==> config.mk <==
export PLATFORM = sky130hd
export DESIGN_NAME = issue_queue
export DESIGN_NICKNAME = d
export VERILOG_FILES = /design/src/rtl/issue_queue.sv
export SDC_FILE = /design/constraint.sdc
export NUM_CORES = 1
export LEC_CHECK = 0
export CAP_MARGIN = 0
export CELL_PAD_IN_SITES_DETAIL_PLACEMENT = 0
export CELL_PAD_IN_SITES_GLOBAL_PLACEMENT = 1
export CORE_MARGIN = 4
export CORE_UTILIZATION = 47
export DETAILED_ROUTE_END_ITERATION = 8
export GPL_ROUTABILITY_DRIVEN = 0
export GPL_TIMING_DRIVEN = 0
export PLACE_DENSITY_LB_ADDON = 0.15
export SLEW_MARGIN = 20
export SYNTH_ARGS = -nofsm -noshare
export SYNTH_HDL_FRONTEND = slang
export SYNTH_SLANG_ARGS = --single-unit
==> constraint.sdc <==
create_clock -name clk -period 5.97 [get_ports clk]
set_clock_uncertainty 0.15 [all_clocks]
set_input_delay 1.194 -clock clk [delete_from_list [all_inputs] [get_ports clk]]
set_output_delay 1.194 -clock clk [all_outputs]
set_load 0.05 [all_outputs]
==> src/rtl/issue_queue.sv <==
// issue_queue: circular FIFO between decode and issue; define IQ_BYPASS_EN to let an empty queue pass entries straight through
module issue_queue #(
  parameter int DEPTH = 8,
  parameter int DATA_W = 64
) (
  input  logic                     clk,
  input  logic                     rst_n,
  input  logic                     in_valid,
  input  logic [DATA_W-1:0]        in_data,
  input  logic                     stall_in,
  input  logic                     flush_in,
  output logic                     out_valid,
  output logic [DATA_W-1:0]        out_data,
  input  logic                     out_ready,
  output logic                     stall_from_issue,
  output logic [$clog2(DEPTH):0]   count
);
  localparam int AW = $clog2(DEPTH);
  localparam int CW = AW + 1;
  logic [DATA_W-1:0] mem [DEPTH];
  logic [AW-1:0] wr_ptr, rd_ptr;
  logic full, empty, push, pop, wr_en, rd_en;
  assign full = count == CW'(DEPTH);
  assign empty = count == '0;
  assign stall_from_issue = full;
  assign push = in_valid && !stall_in && !full && !flush_in;
  assign pop = out_valid && out_ready && !flush_in;
`ifdef IQ_BYPASS_EN
  assign out_valid = empty ? in_valid && !stall_in : 1'b1;
  assign out_data = empty ? in_data : mem[rd_ptr];
  assign wr_en = push && !(empty && out_ready);
  assign rd_en = pop && !empty;
`else
  assign out_valid = !empty;
  assign out_data = mem[rd_ptr];
  assign wr_en = push;
  assign rd_en = pop;
`endif
  // entry storage is never cleared; only slots between the pointers are ever visible
  always_ff @(posedge clk)
    if (wr_en) mem[wr_ptr] <= in_data;
  // pointer and occupancy tracking; flush outranks any push or pop in the same cycle
  always_ff @(posedge clk or negedge rst_n)
    if (!rst_n) begin
      wr_ptr <= '0;
      rd_ptr <= '0;
      count <= '0;
    end else if (flush_in) begin
      wr_ptr <= '0;
      rd_ptr <= '0;
      count <= '0;
    end else begin
      wr_ptr <= wr_ptr + AW'(wr_en);
      rd_ptr <= rd_ptr + AW'(rd_en);
      count <= count + CW'(wr_en) - CW'(rd_en);
    end
endmodule

==> flow_summary.ini <==
[yosys]
synth.most_common_cell = edfxtp_1
synth_top_area_share_pct = 77.5
synth.avg_cell_area_sq_um = 24.6
synth_area_sq_mm = 0.0198
synth_edf_count = 512
synth_nets = 886
synth_warnings = 0
yosys.area.top_type = edfxtp_1
synth-seq-cells = 522
synth_async_sr_flop_share_pct = 1.92
synth_common_cells = 512 x edfxtp_1, 128 x mux4_2, 64 x mux2_2
yosysSeqAreaShare_pct = 78.7
synthTopCellsByArea = edfxtp_1 77%, mux4_2 15%, mux2_2 3.6%, dfrtp_1 1.3%, buf_6 0.68%
synth_cell_types = 25
synth_ff_type = edfxtp_1
syn_inst = 805

[timing]
finalSetupViolations = 0
hold_violations = 0
worst_pin_slew_ns = 0.853
period_share_pct = 79.8
report.final.slew_viol_count = 0
finalCriticalPeriod_ns = 4.76
hold_slack_ns = 0.526
slew_headroom_pct = 43.1
max_freq_ghz = 0.210
rsz0062_at_grt = false

[placement]
placed_area_sq_mm = 0.0226
dp_hpwl_mm = 25.8
portBuffers = 139
dpl.cell_count = 1514

[final_layout]
drive_above_1_share_pct = 28.9
syn_to_final_growth_pct = 21.9
stdcell_count = 1608
fin_nets = 1110
num_antenna_cells = 0
stdcell_area_sq_mm = 0.0242
fin_util_pct = 57.8

[worst_hold_path]
hold_start = wr_ptr[0]
hp-class = reg -> reg
holdPathEnd = wr_ptr[0]
min_delay_path_depth = 2

[setup_path]
arrival_ns = 3.42
startpoint_type = register
cp_num_buf_inv = 3
reg2reg_slack_ns = 3.00
critical_path_class = reg -> out
crit_path_max_fanout = 10
r2r-end = mem[1][17]
path_delay_family = buffers and inverters
timing.rr.start = count[2]
reg2reg_depth = 8
path_cells = clkbuf_1, clkbuf_1, mux2_2, clkdlybuf4s50_1
critPathCaptureType = output port
critical_path_required_ns = 4.63
cp_slowest_stage_delay_ns = 0.71
crit_path_frequent_cell = clkbuf_1
slowest_stage = clkbuf_1

[grt]
antenna_found_initial = 2
grt_overflow_total = 0
grt_pass1_wl_mm = 59.8
grt_max_degree = 20
first_global_vias = 9542
grt_usage_pct = 17.8

[clocking]
clock_latency_ns = 0.57
clockBufferDepth = 3
cts-root-buf = clkbuf_16
cts_hold_buf = 0
htreeDepth = 2
cts-resized-gates = 0
post_cts_buffers = 0
tritoncts = built
clock_sinks = 522
cts_buffers = 52
clkSlewWorstSetupHoldPaths_ns = 0.06

[power]
power_density_mw_per_mm2 = 348
ir_drop_v = 0.000236
cellLeakagePower_nw = 7.51

[route]
drtIter0Drc = 545
wirelength_mm = 39.9
vias_per_cell = 5.49
drtAntennaViolNets = 0
dr.pass1.iters = 6
num_vias = 8834
drc = 0
wire_per_inst_microns = 24.8

[flow_run]
max_cap_viol_count = 0

[floorplan]
boundaryPins = 140
design.core.area_sq_mm = 0.0419
initial_utilization_pct = 47.4
die_h_microns = 213
rows = 75
fp.dieW_microns = 213
die_area_sq_mm = 0.0456

[outcome]
status = finished clean
==> area by class of cell <==
type	instances	area (sq um)
Buffer	36	236
Inverter	7	26.3
Clock inverter	16	118
Tap cell	539	674
Fill cell	3069	17700
Clock buffer	78	1420
Timing Repair Buffer	170	2060
Multi-Input combinational cell	240	4020
Sequential cell	522	15600
==> layer usage <==
layer	up-vias	global-route usage, %	part of all wire (%)
met4	4	3.95	1.6
met3	50	3.85	4.5
met2	183	29.6	51
li1	3886	-	-
met5	-	0	0.060
met1	4711	24.9	43
==> tightest hold or removal path: cells and delay by family (launching register included) <==
family / cells / cell delay [ns]
flops: 1 / 0.37
fa+ha+maj: 1 / 0.14
simple gates: 1 / 0.13
==> kinds of logic (layout without fill, tap and decap cells) <==
logic type / count (synthesis) / in the layout / synth area share (%)
AO/OA/AOI/OAI: 3 / 3 / 0.0946
XOR/XNOR: 3 / 3 / 0.132
adder cells (fa/ha/maj): 11 / 11 / 0.731
buffers and inverters: 43 / 307 / 1.32
flip-flops: 522 / 522 / 78.7
multiplexers: 192 / 192 / 18.2
AND/OR/NAND/NOR: 31 / 31 / 0.813
==> report_power, final <==
| group | internal [mW] | switching (mW) | leakage (nW) |
|---|---|---|---|
| clock network | 1.72 | 1.26 | 0.742 |
| registers | 4.07 | 0.0186 | 4.75 |
| logic | 0.601 | 0.752 | 2.02 |
| total | 6.39 | 2.04 | 7.51 |
==> sequential cells by signal (all words and copies together) (netlist names) <==
register,count
count,4
mem,512
wr_ptr,3
rd_ptr,3
==> cell usage in the layout, fill, tap and decap left out <==
cell / instances
edfxtp_1: 512
clkdlybuf4s50_1: 139
mux4_2: 128
mux2_2: 64
clkbuf_16: 53
clkbuf_1: 36
buf_6: 14
buf_16: 13
ha_1: 10
clkinv_1: 10
dfrtp_1: 10
buf_12: 9
buf_1: 8
inv_1: 7
buf_8: 7
nor2b_1: 6
nor2_4: 6
nor2_1: 5
clkinv_2: 4
buf_2: 3
nand2_1: 3
xnor2_1: 3
nand2b_1: 3
buf_4: 2
nand3_1: 2
nor3_4: 2
a21oi_1: 2
bufinv_16: 2
or3b_2: 1
nor3b_1: 1
nand3b_1: 1
and3b_1: 1
a31o_2: 1
fa_1: 1
==> metrics by stage <==
stage | setup slack, ns | total power, mW | TNS [ns]
after floorplan | 0.946 | 5.10 | 0
after global placement | -2.86 | 5.53 | -1270.40
after detailed placement | 1.61 | 5.54 | 0
after CTS | 1.09 | 8.55 | 0
after global routing | 1.09 | 8.76 | 0
final | 1.21 | 8.42 | 0
==> worst max path at each step <==
| stage | cells past startpoint | to | startpoint |
|---|---|---|---|
| finish | 4 | out_data[53] | rd_ptr[2] |
| global route | 4 | out_data[53] | rd_ptr[2] |
| CTS | 4 | out_data[51] | rd_ptr[2] |
| detailed placement | 7 | mem[1][20] | flush_in |
| global placement | 4 | mem[5][18] | flush_in |
| floorplan | 3 | mem[7][0] | flush_in |
Note: power is estimated with default switching activity, not from simulation.
